[config.mk]
export PLATFORM = sky130hd
export DESIGN_NAME = key_debounce_multi
export DESIGN_NICKNAME = d
export VERILOG_FILES = /design/src/rtl/key_debounce_multi.sv
export SDC_FILE = /design/constraint.sdc
export NUM_CORES = 1
export LEC_CHECK = 0
export CAP_MARGIN = 20
export CORE_MARGIN = 5
export CORE_UTILIZATION = 45
export DETAILED_ROUTE_END_ITERATION = 12
export SYNTH_ARGS = -nofsm -noshare
export SYNTH_HDL_FRONTEND = slang
export SYNTH_SLANG_ARGS = --single-unit
[constraint.sdc]
create_clock -name clk_100kHz -period 2.69 [get_ports clk_100kHz]
set_input_delay 0.538 -clock clk_100kHz [delete_from_list [all_inputs] [get_ports clk_100kHz]]
set_output_delay 0.538 -clock clk_100kHz [all_outputs]
set_load 0.01 [all_outputs]
[src/rtl/key_debounce_multi.sv]
// -----------------------------------------------------------------------------
// key_debounce_multi
//
// Multi-channel push-button debouncer with press / release / long-press event
// pulses. Each key runs in its own key_debounce_chan instance; the channels
// share only the clock and reset, so events on several keys are all reported
// in the same clock.
//
// Parameters
//   N_KEYS        number of key channels (1..32)
//   STABLE_CYCLES consecutive stable clocks before a level change is accepted (>=2)
//   LONG_CYCLES   clocks a key must stay pressed before a long-press event (>=2)
//   ACTIVE_LOW    1: a raw 0 on key_in means pressed
//
// Ports
//   clk_100kHz    single clock, all state changes on its rising edge
//   rst_          asynchronous active-low reset
//   key_in        raw asynchronous key levels
//   key_out       debounced level per key, 1 = pressed
//   press_pulse   one-clock pulse on each accepted press
//   release_pulse one-clock pulse on each accepted release
//   long_pulse    one-clock pulse when a press has been held LONG_CYCLES clocks
//   key_any       registered OR of key_out (one clock behind key_out)
// -----------------------------------------------------------------------------

// -----------------------------------------------------------------------------
// key_debounce_chan
//
// One debounce channel: 2-flop synchroniser, stability counter, debounced
// level, hold counter and the three registered event pulses.
//
// Ports
//   clk_100kHz, rst_  clock and asynchronous active-low reset
//   i_raw             raw key level, already polarity-corrected (1 = pressed)
//   o_level           debounced level
//   o_press           pulse in the first clock o_level reads 1
//   o_release         pulse in the first clock o_level reads 0
//   o_long            pulse when the hold counter reaches LONG_CYCLES
// -----------------------------------------------------------------------------
module key_debounce_chan #(
  parameter int STABLE_CYCLES = 1000,
  parameter int LONG_CYCLES   = 100000
) (
  input  logic clk_100kHz,
  input  logic rst_,
  input  logic i_raw,
  output logic o_level,
  output logic o_press,
  output logic o_release,
  output logic o_long
);

  localparam int SW = $clog2(STABLE_CYCLES);
  localparam int HW = $clog2(LONG_CYCLES + 1);

  // The counter holds the number of mismatching edges already seen, so the
  // STABLE_CYCLES-th mismatching edge is the one where it reads STABLE_CYCLES-1.
  localparam logic [SW-1:0] STAB_LAST = SW'(STABLE_CYCLES - 1);
  localparam logic [HW-1:0] HOLD_MAX  = HW'(LONG_CYCLES);
  localparam logic [HW-1:0] HOLD_LAST = HW'(LONG_CYCLES - 1);

  logic          r_s1;
  logic          r_s2;
  logic          r_level;
  logic [SW-1:0] r_stab;
  logic [HW-1:0] r_hold;
  logic          r_press;
  logic          r_release;
  logic          r_long;

  logic          w_diff;
  logic          w_accept;
  logic          w_press_acc;
  logic          w_rel_acc;
  logic          w_hold_inc;

  assign w_diff      = r_s2 ^ r_level;
  assign w_accept    = w_diff && (r_stab == STAB_LAST);
  assign w_press_acc = w_accept && r_s2;
  assign w_rel_acc   = w_accept && !r_s2;
  // No counting on the edge that accepts a release, so a release landing on
  // the last hold clock cannot produce a long-press event.
  assign w_hold_inc  = r_level && !w_rel_acc && (r_hold != HOLD_MAX);

  // Synchroniser.
  always_ff @(posedge clk_100kHz or negedge rst_) begin
    if (!rst_) begin
      r_s1 <= 1'b0;
      r_s2 <= 1'b0;
    end else begin
      r_s1 <= i_raw;
      r_s2 <= r_s1;
    end
  end

  // Stability counter: any edge where the synchronised input agrees with the
  // debounced level restarts the count, so only an unbroken run is accepted.
  always_ff @(posedge clk_100kHz or negedge rst_) begin
    if (!rst_) begin
      r_stab <= '0;
    end else if (!w_diff || w_accept) begin
      r_stab <= '0;
    end else begin
      r_stab <= r_stab + 1'b1;
    end
  end

  // Debounced level.
  always_ff @(posedge clk_100kHz or negedge rst_) begin
    if (!rst_) begin
      r_level <= 1'b0;
    end else if (w_accept) begin
      r_level <= r_s2;
    end
  end

  // Hold counter: restarted by an accepted press, saturates at LONG_CYCLES so
  // the long-press event cannot repeat within one press.
  always_ff @(posedge clk_100kHz or negedge rst_) begin
    if (!rst_) begin
      r_hold <= '0;
    end else if (w_press_acc) begin
      r_hold <= '0;
    end else if (w_hold_inc) begin
      r_hold <= r_hold + 1'b1;
    end
  end

  // Event pulses, registered alongside the level so each pulse is high in
  // exactly the clock the new level (or saturated hold count) first appears.
  always_ff @(posedge clk_100kHz or negedge rst_) begin
    if (!rst_) begin
      r_press   <= 1'b0;
      r_release <= 1'b0;
      r_long    <= 1'b0;
    end else begin
      r_press   <= w_press_acc;
      r_release <= w_rel_acc;
      r_long    <= r_level && !w_rel_acc && (r_hold == HOLD_LAST);
    end
  end

  assign o_level   = r_level;
  assign o_press   = r_press;
  assign o_release = r_release;
  assign o_long    = r_long;

endmodule

module key_debounce_multi #(
  parameter int N_KEYS        = 4,
  parameter int STABLE_CYCLES = 1000,
  parameter int LONG_CYCLES   = 100000,
  parameter bit ACTIVE_LOW    = 1'b0
) (
  input  logic              clk_100kHz,
  input  logic              rst_,
  input  logic [N_KEYS-1:0] key_in,
  output logic [N_KEYS-1:0] key_out,
  output logic [N_KEYS-1:0] press_pulse,
  output logic [N_KEYS-1:0] release_pulse,
  output logic [N_KEYS-1:0] long_pulse,
  output logic              key_any
);

  logic [N_KEYS-1:0] w_raw;
  logic              r_key_any;

  // Polarity is fixed ahead of the synchroniser so everything downstream
  // works in "1 = pressed".
  assign w_raw = ACTIVE_LOW ? ~key_in : key_in;

  for (genvar g = 0; g < N_KEYS; g++) begin : g_chan
    key_debounce_chan #(
      .STABLE_CYCLES (STABLE_CYCLES),
      .LONG_CYCLES   (LONG_CYCLES)
    ) u_chan (
      .clk_100kHz (clk_100kHz),
      .rst_       (rst_),
      .i_raw      (w_raw[g]),
      .o_level    (key_out[g]),
      .o_press    (press_pulse[g]),
      .o_release  (release_pulse[g]),
      .o_long     (long_pulse[g])
    );
  end

  always_ff @(posedge clk_100kHz or negedge rst_) begin
    if (!rst_) begin
      r_key_any <= 1'b0;
    end else begin
      r_key_any <= |key_out;
    end
  end

  assign key_any = r_key_any;

endmodule

==> impl_results.md <==
* Grt met2 use at 25.7%
* Setup violators final at 0
* Vias in the first global route at 4,754
* Final Total Pwr at 4.30 mW
* CTS max path bufs at 2
* Syn_area_per_cell at 9.91 um^2
* Largest fanout on the critical path at 9
* Post-synth EDFFs at 0
* Clk_lat worst skew at 0.41 ns
* Syn. warnings at 0
* Max Cap Viol at 0
* Met1 usage at 21.5%
* WL per Instance at 14.3 um
* Largest net degree at the start of global routing at 68
* Pins Over Slew Limit at 0
* Design area at 7470 um^2
* Die H at 131 um
* GRT Max-Usage Layer: met2
* TritonCTS clock tree: yes
* Mapped Nets at 683
* H-Tree Depth at 4
* Final Hold Viols at 0
* Cell family with most CP delay: buffers and inverters
* Final Cycle Share at 81.7%
* Grt total ovfl at 0
* Post-synth top area cell: dfrtp_1
* # rows at 44
* Cell variety after synth at 47
* Final Critical Period at 2.20 ns
* Seq cells post-synth at 133
* Register area share after synthesis at 50.5%
* Pwr dens at 575 nW/um^2
* Port bufs at 22
* Layout cells sized above 1 at 7.39%
* Num CTS Buffers at 17
* Clk sink count at 133
* Final Net Count at 695
* Die width at 131 um
* Slowest cell on the critical path: clkdlybuf4s50_1
* I/O Pins at 23
* Initial DRC count at 289
* Relative slew slack at 55.5%
* First-pass GRT wire length at 22,300 um
* Cells along the critical path: clkdlybuf4s50_1
* Post-synth top area share at 50.5%
* Final wirelength at 12,500 um
* Clock root cell: clkbuf_16
* Outcome: complete, no violations
* Setup bufs post-CTS at 0
* DP Area at 6910 um^2
* Max rail drop VDD at 0.407 mV
* GPL Wtd Cong at 0.836
* Hold Crit Class: input port to async pin
* Worst-case clock skew at 0.00746 ns
* Post-route DRC at 0
* Startpoint types: register
* Ant diodes at 0
* Worst-Margin Slew at 0.668 ns
* Placed wire-length estimate at 8180 um
* Post-route setup TNS at 0 ns
* Post_cts resized at 0
* Leakage power at 3.27 nW
* F_max at 455 MHz
* Path type of the worst setup path: register to output pin
* CTS Hold Bufs at 0
* Mapped Cells at 665
* Mapped cell area at 6590 um^2
* Synth area leaders: dfrtp_1 51%, xnor2_1 6.8%, nor2_1 6.4%
* DR pass1 iterations at 5
* Synth async-reset ratio at 100%
* Core area at 14,400 um^2
* Initial antenna violation count at 0
* Overall track demand over capacity in global routing at 16.2%
* Buf/Inv on CP at 1
* Vias/cell at 5.31
* Critical path arrival at 1.66 ns
* Initial Util at 45.7%
* Area growth from synthesis to layout at 13.4%
* RSZ-0062 raised after global routing: no
* Met3 Usage GRT at 4.19%
* Die footprint at 17,200 um^2
* Primary FF master, synth: dfrtp_1
* Remaining antenna violation count at 0
* Vias at 4,643
* Data required, critical path at 2.15 ns
* Clock transition at path regs at 0.05 ns
* Worst Setup End Kind: output pin
* CP max stage delay at 0.63 ns
-- cells in the final DEF, fill, tap and decap left out, drive strengths merged, types with 22 or more instances in the layout --
cell    instances
inv            22
nand3          41
xnor2          51
nor2          114
xor2           38
nand2          37
dfrtp         133
nand4          31
nor3           22
clkbuf         30
-- synthesized netlist by cell type (2+ instances only) --
cell type    n
nand3_1     41
xor2_1      38
or3_1       10
xnor2_1     51
clkbuf_1    17
and2_1       7
ha_1        12
dfrtp_1    133
nor4b_1      4
and4_1       4
nor4bb_1     3
or2_2        2
mux2i_1      3
nand2_1     36
a21oi_1      9
inv_1       22
nor4_1      17
nor3_1      22
nand4_2      2
nand4b_1     8
buf_2        3
nand2b_1     3
o41a_1       2
nor4_2       2
mux2_2       2
nand4bb_1    2
buf_4       18
nand4_1     29
or4_1        7
nor2_1     113
o21ai_0      8
and3_1      20
-- flip-flops by register name, summed over array words and instances, names as in the netlist --
signal	count
g_chan.u_chan.r_hold	68
g_chan.u_chan.r_stab	40
g_chan.u_chan.o_level	4
g_chan.u_chan.o_long	4
g_chan.u_chan.o_press	4
g_chan.u_chan.o_release	4
g_chan.u_chan.r_s1	4
g_chan.u_chan.r_s2	4
key_any	1
-- cell families after synthesis --
family | after synthesis | share of synthesized area (%)
buffers and inverters | 61 | 4.67
AND/OR/NAND/NOR | 339 | 27.1
XOR/XNOR | 89 | 11.8
AO/OA/AOI/OAI | 26 | 2.77
flip-flops | 133 | 50.5
adder cells (fa/ha/maj) | 12 | 2.28
multiplexers | 5 | 0.798
-- report_power, final --
| group | internal [mW] | switching, mW |
|---|---|---|
| Sequential | 2.02 | 0.0178 |
| Clock | 1.37 | 0.791 |
| Combinational | 0.0294 | 0.0624 |
| Total | 3.43 | 0.872 |
-- per-layer routing --
metal  wire length, um  part of all wire [%]  up-vias
met1              5900                    47     2279
met4               195                   1.6        0
li1                  -                     -     2296
met5                 0                     0        -
met3               363                   2.9       14
met2              6040                    48       54
-- worst paths after layout --
kind / to / start / slack (ns) / cells after the start
worst min register to register: g_chan[0].u_chan.r_s2$_DFF_PN0_ / g_chan[0].u_chan.r_s1$_DFF_PN0_ / 0.35 / 0
worst min-delay path: g_chan[3].u_chan.r_hold[0]$_DFFE_PN0P_ / rst_ / 0.11 / 1
worst max register to register: g_chan[2].u_chan.r_hold[10]$_DFFE_PN0P_ / g_chan[2].u_chan.r_hold[0]$_DFFE_PN0P_ / 0.49 / 7
max in group asynchronous: g_chan[1].u_chan.r_hold[15]$_DFFE_PN0P_ / rst_ / 1.83 / 2
min in group clk_100kHz: g_chan[0].u_chan.r_s2$_DFF_PN0_ / g_chan[0].u_chan.r_s1$_DFF_PN0_ / 0.35 / 0
worst max-delay path: key_out[3] / g_chan[3].u_chan.o_level$_DFFE_PN0N_ / 0.49 / 1
-- cell type report --
cell class	count	area, um^2
Clock buffer	30	554
Clock inverter	2	10.0
Timing Repair Buffer	32	309
Multi-Input combinational cell	471	2960
Sequential cell	133	3330
Fill cell	1303	6950
Inverter	22	82.6
Tap cell	184	230
-- metrics by stage --
step	setup WS [ns]	util [%]	instances	hold WS, ns
final	0.493	51.8	874	0.115
after global routing	0.324	51.8	874	0.177
after CTS	0.444	51.8	874	0.145
after detailed placement	0.509	47.9	842	0.338
after global placement	0.557	47.9	842	0.334
after floorplan	0.686	-	665	0.242
(Power assumes the default switching activity.)
